File: src/rtl/get_timestamp_if.sv
// get_timestamp_if: stream and timestamp handshake bundle for get_timestamp.
//   s_axis_*  : incoming [frame][timestamp] stream (tlast on last timestamp beat)
//   m_axis_*  : outgoing frame-only stream (tlast on last frame beat)
//   m_ts_*    : extracted per-frame timestamp, valid/ready
// Modports: slave = the get_timestamp block side, master = the environment side.
interface get_timestamp_if #(
  parameter int DATA_WIDTH      = 8,
  parameter int TIMESTAMP_WIDTH = 72
);
  logic [DATA_WIDTH-1:0]      s_axis_tdata;
  logic                       s_axis_tvalid;
  logic                       s_axis_tready;
  logic                       s_axis_tlast;
  logic [DATA_WIDTH-1:0]      m_axis_tdata;
  logic                       m_axis_tvalid;
  logic                       m_axis_tready;
  logic                       m_axis_tlast;
  logic [TIMESTAMP_WIDTH-1:0] m_ts_tdata;
  logic                       m_ts_tvalid;
  logic                       m_ts_tready;

  modport slave (
    input  s_axis_tdata, s_axis_tvalid, s_axis_tlast, m_axis_tready, m_ts_tready,
    output s_axis_tready, m_axis_tdata, m_axis_tvalid, m_axis_tlast, m_ts_tdata, m_ts_tvalid
  );

  modport master (
    output s_axis_tdata, s_axis_tvalid, s_axis_tlast, m_axis_tready, m_ts_tready,
    input  s_axis_tready, m_axis_tdata, m_axis_tvalid, m_axis_tlast, m_ts_tdata, m_ts_tvalid
  );
endinterface

File: src/rtl/get_timestamp.sv
// get_timestamp: strips the trailing N = TIMESTAMP_WIDTH/DATA_WIDTH timestamp
// beats off a [frame][timestamp] stream, re-marks tlast on the last frame beat
// and presents the timestamp on its own valid/ready port.
// Ports:
//   clk, rstn     : clock, synchronous active-low reset
//   axis (slave)  : s_axis_* in, m_axis_* frame out, m_ts_* timestamp out
//   err_runt_cnt  : 16-bit saturating runt-drop count, present only when
//                   GET_TIMESTAMP_ERR_CNT_EN is defined
// An N-deep delay line holds the most recent beats; once full, every input
// beat pushes the oldest one out, so the last N beats (the timestamp) never
// reach the frame output.
module get_timestamp #(
  parameter int DATA_WIDTH      = 8,
  parameter int TIMESTAMP_WIDTH = 72
) (
  input  logic clk,
  input  logic rstn,
  get_timestamp_if.slave axis
`ifdef GET_TIMESTAMP_ERR_CNT_EN
  ,
  output logic [15:0] err_runt_cnt
`endif
);
  localparam int N  = TIMESTAMP_WIDTH / DATA_WIDTH;
  localparam int CW = $clog2(N + 1);
  localparam logic [CW-1:0] CNT_FULL = CW'(N);

  logic [N-1:0][DATA_WIDTH-1:0] dly;   // dly[0] is the oldest beat
  logic [CW-1:0]                cnt;
  logic                         ts_valid;
  logic [TIMESTAMP_WIDTH-1:0]   ts_q;
  logic                         full;
  logic                         acc;

  assign full = (cnt == CNT_FULL);

  // Input is frozen while a timestamp is waiting, keeping frames and
  // timestamps paired one to one.
  assign axis.s_axis_tready = rstn & ~ts_valid & (~full | axis.m_axis_tready);
  assign axis.m_axis_tvalid = axis.s_axis_tvalid & ~ts_valid & full;
  assign axis.m_axis_tdata  = dly[0];
  assign axis.m_axis_tlast  = axis.s_axis_tlast;
  assign axis.m_ts_tdata    = ts_q;
  assign axis.m_ts_tvalid   = ts_valid;

  assign acc = axis.s_axis_tvalid & axis.s_axis_tready;

  always_ff @(posedge clk) begin
    if (!rstn) begin
      dly      <= '0;
      cnt      <= '0;
      ts_valid <= 1'b0;
      ts_q     <= '0;
`ifdef GET_TIMESTAMP_ERR_CNT_EN
      err_runt_cnt <= '0;
`endif
    end else begin
      if (ts_valid && axis.m_ts_tready)
        ts_valid <= 1'b0;
      // acc implies !ts_valid, so the clear above never collides with a set.
      if (acc) begin
        if (!full) begin
          if (axis.s_axis_tlast) begin
            // Runt: N or fewer beats total, no frame byte. Drop silently.
            cnt <= '0;
`ifdef GET_TIMESTAMP_ERR_CNT_EN
            if (err_runt_cnt != 16'hFFFF)
              err_runt_cnt <= err_runt_cnt + 16'd1;
`endif
          end else begin
            for (int i = 0; i < N; i++)
              if (cnt == CW'(i)) dly[i] <= axis.s_axis_tdata;
            cnt <= cnt + 1'b1;
          end
        end else if (!axis.s_axis_tlast) begin
          for (int i = 0; i < N - 1; i++)
            dly[i] <= dly[i+1];
          dly[N-1] <= axis.s_axis_tdata;
        end else begin
          // Frame end: dly[1..N-1] plus the current beat are the timestamp,
          // beat 0 in the LSBs.
          for (int i = 0; i < N - 1; i++)
            ts_q[i*DATA_WIDTH +: DATA_WIDTH] <= dly[i+1];
          ts_q[(N-1)*DATA_WIDTH +: DATA_WIDTH] <= axis.s_axis_tdata;
          ts_valid <= 1'b1;
          cnt      <= '0;
        end
      end
    end
  end
endmodule

File: src/flat_wrapper.sv
// flat-port wrapper written by rule: the top's interface ports become plain ports
module get_timestamp_flat 
#(
  parameter int DATA_WIDTH      = 8,
  parameter int TIMESTAMP_WIDTH = 72
)
  (clk, rstn, axis_s_axis_tdata, axis_s_axis_tvalid, axis_s_axis_tlast, axis_m_axis_tready, axis_m_ts_tready, axis_s_axis_tready, axis_m_axis_tdata, axis_m_axis_tvalid, axis_m_axis_tlast, axis_m_ts_tdata, axis_m_ts_tvalid);
  get_timestamp_if #(.DATA_WIDTH(DATA_WIDTH), .TIMESTAMP_WIDTH(TIMESTAMP_WIDTH)) axis_i ();
  input  logic clk;
  input  logic rstn;
  input wire logic [$bits(axis_i.s_axis_tdata)-1:0] axis_s_axis_tdata;
  input wire logic [$bits(axis_i.s_axis_tvalid)-1:0] axis_s_axis_tvalid;
  input wire logic [$bits(axis_i.s_axis_tlast)-1:0] axis_s_axis_tlast;
  input wire logic [$bits(axis_i.m_axis_tready)-1:0] axis_m_axis_tready;
  input wire logic [$bits(axis_i.m_ts_tready)-1:0] axis_m_ts_tready;
  output wire logic [$bits(axis_i.s_axis_tready)-1:0] axis_s_axis_tready;
  output wire logic [$bits(axis_i.m_axis_tdata)-1:0] axis_m_axis_tdata;
  output wire logic [$bits(axis_i.m_axis_tvalid)-1:0] axis_m_axis_tvalid;
  output wire logic [$bits(axis_i.m_axis_tlast)-1:0] axis_m_axis_tlast;
  output wire logic [$bits(axis_i.m_ts_tdata)-1:0] axis_m_ts_tdata;
  output wire logic [$bits(axis_i.m_ts_tvalid)-1:0] axis_m_ts_tvalid;
  assign axis_i.s_axis_tdata = axis_s_axis_tdata;
  assign axis_i.s_axis_tvalid = axis_s_axis_tvalid;
  assign axis_i.s_axis_tlast = axis_s_axis_tlast;
  assign axis_i.m_axis_tready = axis_m_axis_tready;
  assign axis_i.m_ts_tready = axis_m_ts_tready;
  assign axis_s_axis_tready = axis_i.s_axis_tready;
  assign axis_m_axis_tdata = axis_i.m_axis_tdata;
  assign axis_m_axis_tvalid = axis_i.m_axis_tvalid;
  assign axis_m_axis_tlast = axis_i.m_axis_tlast;
  assign axis_m_ts_tdata = axis_i.m_ts_tdata;
  assign axis_m_ts_tvalid = axis_i.m_ts_tvalid;
  get_timestamp #(.DATA_WIDTH(DATA_WIDTH), .TIMESTAMP_WIDTH(TIMESTAMP_WIDTH)) u_core (.clk(clk), .rstn(rstn), .axis(axis_i));
endmodule
File: config.mk
export PLATFORM = sky130hd
export DESIGN_NAME = get_timestamp_flat
export DESIGN_NICKNAME = d
export VERILOG_FILES = /design/src/rtl/get_timestamp_if.sv /design/src/rtl/get_timestamp.sv /design/src/flat_wrapper.sv
export SDC_FILE = /design/constraint.sdc
export NUM_CORES = 1
export LEC_CHECK = 0
export BUFFER_PORTS_ARGS = -buffer_cell sky130_fd_sc_hd__buf_2
export CAP_MARGIN = 20
export CORE_MARGIN = 2
export CORE_UTILIZATION = 29
export DETAILED_ROUTE_END_ITERATION = 10
export HOLD_SLACK_MARGIN = 0.1
export PLACE_DENSITY_LB_ADDON = 0.08
export SYNTH_ARGS = -nofsm -noshare
export SYNTH_HDL_FRONTEND = slang
export SYNTH_SLANG_ARGS = --single-unit
export TNS_END_PERCENT = 30
File: constraint.sdc
create_clock -name clk -period 1.75 [get_ports clk]
set_clock_uncertainty 0.1 [all_clocks]
set_input_delay 0.0875 -clock clk [delete_from_list [all_inputs] [get_ports clk]]
set_output_delay 0.0875 -clock clk [all_outputs]
set_load 0.03 [all_outputs]
Word-level counts from Yosys, hierarchy flattened. Cells that the tools add are included.

Bits in writable memories: 0. ROM bits: 0. Memories kept: 0. Register bits after elaboration: 149. Word-level logic and storage cells: 73. Bits in latches: 0.

Add/sub/neg operators: 1. $lt $le $gt $ge: 0. Multipliers: 0. Shift-type cells: 0. Bitwise operators: 9. Equality and inequality tests: 10. Div/mod/pow operators: 0. Reductions and logical operators: 22. Mux-type cells: 19.

Operator list (count): $mux W72 (3); $mux W8 (9); $reduce_and A3 Y1 (10); $reduce_bool A2 Y1 (9); $eq A4 B3 Y1 const B (4); $mux W4 (3); $eq A4 B2 Y1 const B (2); $eq A4 B4 Y1 const B (2); $and A1 B1 Y1 (5); $add A4 B1 Y4 const B (1); $eq A4 B1 Y1 const B (1); $logic_not A4 Y1 (1); $mux W1 (4); $not A1 Y1 (3); $ne A2 B2 Y1 const B (1); $reduce_and A2 Y1 (1); $logic_and A1 B1 Y1 (1); $or A1 B1 Y1 (1).

Longest topological paths before layout. Gate-level depths: netlist of the first run.

Word-level depth: 6. Depth in mapped cells: 9. Mapped depth without buffers: 6.

Least setup slack after synthesis of the first run. OpenSTA, ideal clock, no wires.

Path type: register -> output. From: register u_core.cnt[1]. To: output port axis_s_axis_tready. Slack: -287 ps. Data arrival time: 1850 ps. Cell stages (with the launch flop): 8. Data required time: 1562 ps. Path through: dfxtp_1 > inv_1 > ha_1 > and3b_1 > buf_2 > buf_2 > buf_2 > a21oi_1.

Cells in the longest elaborated chain, start to end: 4.

RTL lines: from (decl) (RTL line get_timestamp.sv:29) `logic [CW-1:0] cnt;`; from (signal assigned) (RTL line get_timestamp.sv:73) `cnt <= cnt + 1'b1;`; $eq A4 B4 Y1 (RTL line get_timestamp.sv:35) `assign full = (cnt == CNT_FULL);`; $not A1 Y1 (RTL line get_timestamp.sv:39) `assign axis.s_axis_tready = rstn & ~ts_valid & (~full | axis.m_axis_tready);`; $or A1 B1 Y1 (RTL line get_timestamp.sv:39); $and A1 B1 Y1 (RTL line get_timestamp.sv:39); to (decl) (RTL line flat_wrapper.sv:16) `output wire logic [$bits(axis_i.s_axis_tready)-1:0] axis_s_axis_tready;`.

No other way between the ends.

Worst setup path after layout of the first run.
From: register u_core.cnt[1]. To: output port axis_m_axis_tvalid.

Cells in the longest elaborated chain, start to end: 2.

RTL lines: $eq A4 B4 Y1 (RTL line get_timestamp.sv:35); $and A1 B1 Y1 (RTL line get_timestamp.sv:40) `assign axis.m_axis_tvalid = axis.s_axis_tvalid & ~ts_valid & full;`; to (decl) (RTL line flat_wrapper.sv:18) `output wire logic [$bits(axis_i.m_axis_tvalid)-1:0] axis_m_axis_tvalid;`.

No other way between the ends.

==> out/metrics.cfg, run 1 <==
[synthesis]
synth_area_leaders=dfxtp_1 (47%), nand2_1 (13%), o211a_1 (10%)
synthFlopType=dfxtp_1
synth_area_mm2=0.00635
synth_top_area_frac=0.469
synth.most_common_cell=nand2_1
synth_cell_types=39
synthArstFlopShare=0
yosysSeqAreaShare=0.469
syn_inst=699
yosysTopAreaCell=dfxtp_1
synth-edff-count=0
synth_top_cells_by_count=nand2_1 (215), dfxtp_1 (149), a21boi_1 (74)
yosys_warnings=0
ys_ff_latch=149
syn_nets=717
postSynthAreaPerCell_um2=9.09

[timing]
layout_min_cycle_time_ns=1.83
min_period_over_period=1.05
slew_viol_final=0
tightestPinTransition_ns=0.513
setup_slack_ns=-0.0788
setup_viol=30
max_slew_margin=0.658
rsz0062_at_grt=yes
setup_tns_ns=-0.647
fmax_ghz=0.547
finalHoldViolCount=0

[global_route]
track_usage=0.158
grt_pass1_wl_mm=29.4
grt_pass1_vias=5385
grt.overflow.total=0
grt_max_degree=128
antenna_found_initial=0

[min_path]
hold_path_end=u_core.cnt[2]$_SDFFE_PN0P_
hp-start=axis_s_axis_tvalid
hp-class=in -> reg
hold-path-cell-count=5

[placed_design]
io_buffers=97
dpl.cell_count=1061
hpwl_mm=12.7
gp_congestion=0.745

[final_layout]
num-nets-final=838
areaGrowthSynthToFinish_pct=33.6
fillers=2173
final-seq-area_mm2=0.00299
multi_input_area_mm2=0.00315
layout.cells.non_filler=1113
num_antenna_cells=0
drive_above_1_share=0.282

[job]
maxCapViolations=0

[power]
clkPwrFrac=0.494
peakVddDrop_uv=578
cellPowerDensity_mw_per_mm2=880
p_switching_mw=1.74
combinationalPowerShare=0.048
p_leak_nw=3.89
internal_power_mw=5.73
power_frac_seq=0.457
switching_share=0.233

[cts]
cts_root_buf=clkbuf_16
path_clk_slew_ns=0.06
worstSkewPairLatency_ns=0.43
cts_tree=done
cts_buffers=17
clk_path_buf_depth=2
htree_num_levels=4
cts.sinks=149

[floorplan]
coreArea_mm2=0.0217
die_h_um=152
start_util=0.293
die_width_um=152
fp-row-count=54
ios=98
die-area_mm2=0.0231

[critical_path]
regToRegEndpoint=u_core.dly[17]$_SDFFE_PN0P_
end_kind=output port
reg2reg_from=u_core.cnt[1]$_SDFFE_PN0P_
worstSetupPathType=reg -> out
r2r_slack_ns=-0.05
critPathRequiredTime_ns=1.56
r2r_cells=10
path_max_fanout=3
worstSetupStartpointType=register
critical_path_arrival_ns=1.64

[routing]
remaining_drc_errors=0
routed_wl_mm=18.6
routedWlPerCell_um=16.7
drt-initial-drc-count=226
vias=5316
antenna_left=0
via_per_inst=4.78
drt_pass1_iterations=4

[outcome]
status=finished with violations
violations=negative setup slack

## metal layers
| layer | vias to the layer above | wire length (µm) | global-route usage |
|---|---|---|---|
| met3 | 23 | 540 | 0.0337 |
| li1 | 2638 | - | - |
| met2 | 89 | 8540 | 0.256 |
| met4 | 0 | 323 | 0.0570 |
| met5 | - | 0 | 0 |
| met1 | 2566 | 9160 | 0.209 |
## per-stage QoR
stage / total power [mW] / cell area (µm²) / setup slack (ns) / utilization / hold slack, ns
after floorplan: 3.67 / 6380 / -0.0497 / - / 0.122
after global placement: 3.81 / 7490 / -0.0354 / 0.345 / 0.265
after detailed placement: 3.81 / 7490 / -0.0644 / 0.345 / 0.273
after CTS: 7.56 / 8290 / -0.121 / 0.382 / 0.200
after global routing: 7.74 / 8490 / -0.170 / 0.391 / 0.268
final: 7.47 / 8490 / -0.0788 / 0.391 / 0.232
## worst max-delay path by stage
| stage | start | endpoint | slack [ns] | cells past startpoint |
|---|---|---|---|---|
| after floorplan | u_core.axis.m_ts_tvalid$_SDFF_PN0_ | u_core.dly[64]$_SDFFE_PN0P_ | -0.05 | 6 |
| after global placement | u_core.cnt[0]$_SDFFE_PN0P_ | u_core.dly[37]$_SDFFE_PN0P_ | -0.04 | 8 |
| after detailed placement | u_core.cnt[0]$_SDFFE_PN0P_ | u_core.dly[54]$_SDFFE_PN0P_ | -0.06 | 7 |
| after CTS | u_core.cnt[1]$_SDFFE_PN0P_ | axis_m_axis_tvalid | -0.12 | 7 |
| after global routing | u_core.cnt[1]$_SDFFE_PN0P_ | axis_m_axis_tvalid | -0.17 | 7 |
| final | u_core.cnt[1]$_SDFFE_PN0P_ | axis_m_axis_tvalid | -0.08 | 7 |
## timing repair
action                                  4_1_cts  5_1_grt
buffers inserted                              4        6
resized for setup                            17       31
cloned                                        0        1
pin swaps                                     5        3
hold buffers                                 11        0
endpoints found under the setup margin       70       99
hold endpoints to repair                     39        0
## critical path, cell delays in order, from the launching register on
cell and delay (ns):
dfxtp_2 0.33, inv_2 0.07, ha_4 0.14, buf_6 0.10, nand3b_1 0.11, buf_6 0.15, nor3b_2 0.15, buf_4 0.18
## power by group through the flow
stage / combinational, mW / clock [mW] / sequential (mW)
floorplan: 0.184 / 0 / 3.49
global placement: 0.315 / 0 / 3.49
detailed placement: 0.317 / 0 / 3.49
CTS: 0.348 / 3.79 / 3.42
global route: 0.384 / 3.94 / 3.42
finish: 0.360 / 3.69 / 3.42
## state kept, by name (all words and copies together) (netlist names)
name,flops
u_core.dly,64
u_core.axis.m_ts_tdata,72
u_core.axis.m_ts_tvalid,1
u_core.cnt,4
u_core.axis.m_axis_tdata,8
## cells by family after synthesis
group	after synthesis	share of synthesized area
multiplexers	9	0.0142
adder cells (fa/ha/maj)	4	0.00788
flip-flops	149	0.469
AND/OR/NAND/NOR	319	0.228
buffers and inverters	66	0.0614
AO/OA/AOI/OAI	152	0.219
## cell type report
class                           instances  share of cell area
Multi-Input combinational cell        484               0.371
Inverter                                4             0.00177
Clock buffer                           20              0.0526
Tap cell                              280              0.0413
Sequential cell                       149               0.352
Clock inverter                         12              0.0172
Timing Repair Buffer                  164               0.164
## cell usage in the layout (no fill, tap or decap), drive strengths merged
cell	count
clkinv	4
clkinvlp	3
nor3	1
nor4b	1
ha	4
o21ai	2
a2111oi	1
nand2	217
a32oi	1
nand3	67
o211a	64
a22oi	1
and2	1
and3	1
a21boi	74
nand2b	6
buf	152
nand4bb	1
dlygate4sd3	11
a31oi	1
and3b	2
nor2	3
nor2b	10
inv	7
dfxtp	149
a21oi	4
nand3b	5
nand4b	1
mux2i	9
a211oi	4
bufinv	2
nor3b	3
clkbuf	21
Power figures use the tool's default switching activity.
==> run 2, diff against run 1 <==
--- a/config.mk
+++ b/config.mk
@@ -7,11 +7,14 @@
 export LEC_CHECK = 0
 export BUFFER_PORTS_ARGS = -buffer_cell sky130_fd_sc_hd__buf_2
 export CAP_MARGIN = 20
+export CELL_PAD_IN_SITES_DETAIL_PLACEMENT = 0
+export CELL_PAD_IN_SITES_GLOBAL_PLACEMENT = 1
 export CORE_MARGIN = 2
 export CORE_UTILIZATION = 29
 export DETAILED_ROUTE_END_ITERATION = 10
 export HOLD_SLACK_MARGIN = 0.1
 export PLACE_DENSITY_LB_ADDON = 0.08
+export SETUP_SLACK_MARGIN = 0.5
 export SYNTH_ARGS = -nofsm -noshare
 export SYNTH_HDL_FRONTEND = slang
 export SYNTH_SLANG_ARGS = --single-unit
==> run 2 against run 1 <==
The run still ends with negative setup slack left. Largest power group unchanged. Clock-buffer cell count is 2 higher. First-iteration DRC count is 26% higher. Sequential power is essentially flat. Wire length grew 17%. Sequential cell count unchanged. Worst hold slack got worse by 0.13 ns. Clock power is 5% higher. Non-clock buffer count up 31. Sequential share of layout area is 4.8 points lower. Power is 2.4% higher. Global-route usage increased by 2.4 points.
==> out/metrics.cfg, run 2 (synthesis gave the netlist of run 1 again) <==
[critical_path]
critPathRequiredTime_ns=1.56
critical_path_arrival_ns=1.67
crit_path_top_delay_cell=dfxtp_4
worstSetupPathType=reg -> out
crit_buf_inv=3
path_max_fanout=5
worstSetupStartpointType=register
crit_chain=ha_4 -> buf_12 -> nand3b_1 -> buf_6 -> nor3b_4 -> buf_6
max_stage_delay_ns=0.38
crit_family=buffers and inverters
end_kind=output port
critPathMostFrequentCell=buf_6

[routing]
routedWlPerCell_um=19.0
drt_pass1_iterations=4
via_per_inst=4.85
remaining_drc_errors=0
vias=5549
antenna_left=0
drt-initial-drc-count=285
routed_wl_mm=21.7

[outcome]
violations=negative setup slack
status=finished with violations

[cts]
path_clk_slew_ns=0.06
clk_path_buf_depth=2
cts_root_buf=clkbuf_16
cts_tree=done
cts_buffers=17
htree_num_levels=4
worstSkewPairLatency_ns=0.43
cts.sinks=149

[final_layout]
final_util=0.455
drive_above_1_share=0.470
areaGrowthSynthToFinish_pct=55.3
final-seq-area_mm2=0.00300
multi_input_area_mm2=0.00378
largest_reg_flops=72
final_cell_mix=dfxtp_1 (144), nand2_1 (100), buf_2 (92)
fillers=2066
num-nets-final=869
layout_commonest_cell=dfxtp_1
num_antenna_cells=0

[global_route]
grt.overflow.total=0
grt_max_degree=148
grt_pass1_wl_mm=32.4
grt_pass1_vias=5495
antenna_found_initial=0
track_usage=0.182

[min_path]
hp-class=in -> reg

[timing]
setup_slack_ns=-0.106
slew_viol_final=0
min_period_over_period=1.06
rsz0062_at_grt=yes
setup_viol=34
max_slew_margin=0.618
layout_min_cycle_time_ns=1.86
tightestPinTransition_ns=0.574
fmax_ghz=0.539
finalHoldViolCount=0

[job]
maxCapViolations=0

[power]
cellPowerDensity_mw_per_mm2=775
p_leak_nw=4.79
peakVddDrop_uv=545

[floorplan]
coreArea_mm2=0.0217
ios=98
die-area_mm2=0.0231
fp-row-count=54
start_util=0.293
die_h_um=152
die_width_um=152

[placed_design]
gp_congestion=0.731
hpwl_mm=12.5
io_buffers=97
dp_slack_ns=-0.103

run 2: cell type report:
type,count,area share
flip-flops and latches,149,0.304
well taps,280,0.0355
multi-input cells,484,0.383
clock inverters,9,0.0124
repair buffers,195,0.213
inverters,4,0.00203
clock buffers,22,0.0502
run 2: worst register-to-register path, stage by stage (launching register included):
cell,delay (ns)
dfxtp_4,0.38
ha_4,0.18
and3b_2,0.22
buf_6,0.12
nand3_4,0.08
buf_12,0.16
buf_12,0.14
clkbuf_16,0.17
nand2_1,0.07
a21boi_1,0.05
run 2: path summary, 6_finish.rpt:
check / startpoint / end / slack (ns) / cells past startpoint
setup reg to reg: u_core.cnt[0]$_SDFFE_PN0P_ / u_core.axis.m_ts_tdata[33]$_SDFFE_PN0P_ / -0.05 / 9
hold reg to reg: u_core.axis.m_ts_tdata[49]$_SDFFE_PN0P_ / u_core.axis.m_ts_tdata[49]$_SDFFE_PN0P_ / 0.34 / 2
hold / removal: axis_s_axis_tvalid / u_core.cnt[0]$_SDFFE_PN0P_ / 0.10 / 5
setup / recovery: u_core.cnt[0]$_SDFFE_PN0P_ / axis_m_axis_tvalid / -0.11 / 6
run 2: routing by layer:
metal  up-vias  wire [µm]  track usage
met5         -          0            0
met4         0        411       0.0645
met3        26        672       0.0354
met2       108      10500        0.305
met1      2706      10100        0.234
li1       2709          -            -
run 2: metrics by stage:
step / std cells / total power, mW / TNS, ns / hold WS, ns / cell area [µm²]
after floorplan: 699 / 3.68 / 0 / 0.122 / 6470
after global placement: 1054 / 3.80 / -0.909 / 0.253 / 7450
after detailed placement: 1054 / 3.80 / -0.765 / 0.248 / 7450
after CTS: 1129 / 7.73 / -0.987 / 0.0809 / 9200
after global routing: 1143 / 7.92 / -6.80 / 0.118 / 9870
final: 1143 / 7.65 / -0.605 / 0.102 / 9870
run 2: timing repair:
| item | CTS | global route |
|---|---|---|
| pin swaps | 109 | 63 |
| resized for setup | 130 | 133 |
| endpoints found under the hold margin | 19 | 0 |
| cloned | 14 | 4 |
| endpoints found under the setup margin | 152 | 152 |
| hold buffers | 11 | 0 |
| setup buffers | 19 | 10 |
run 2: power by group:
group          internal (mW)  switching [mW]  leakage (nW)
combinational          0.154           0.205          3.28
clock                   2.42            1.45         0.307
sequential              3.40          0.0146          1.20
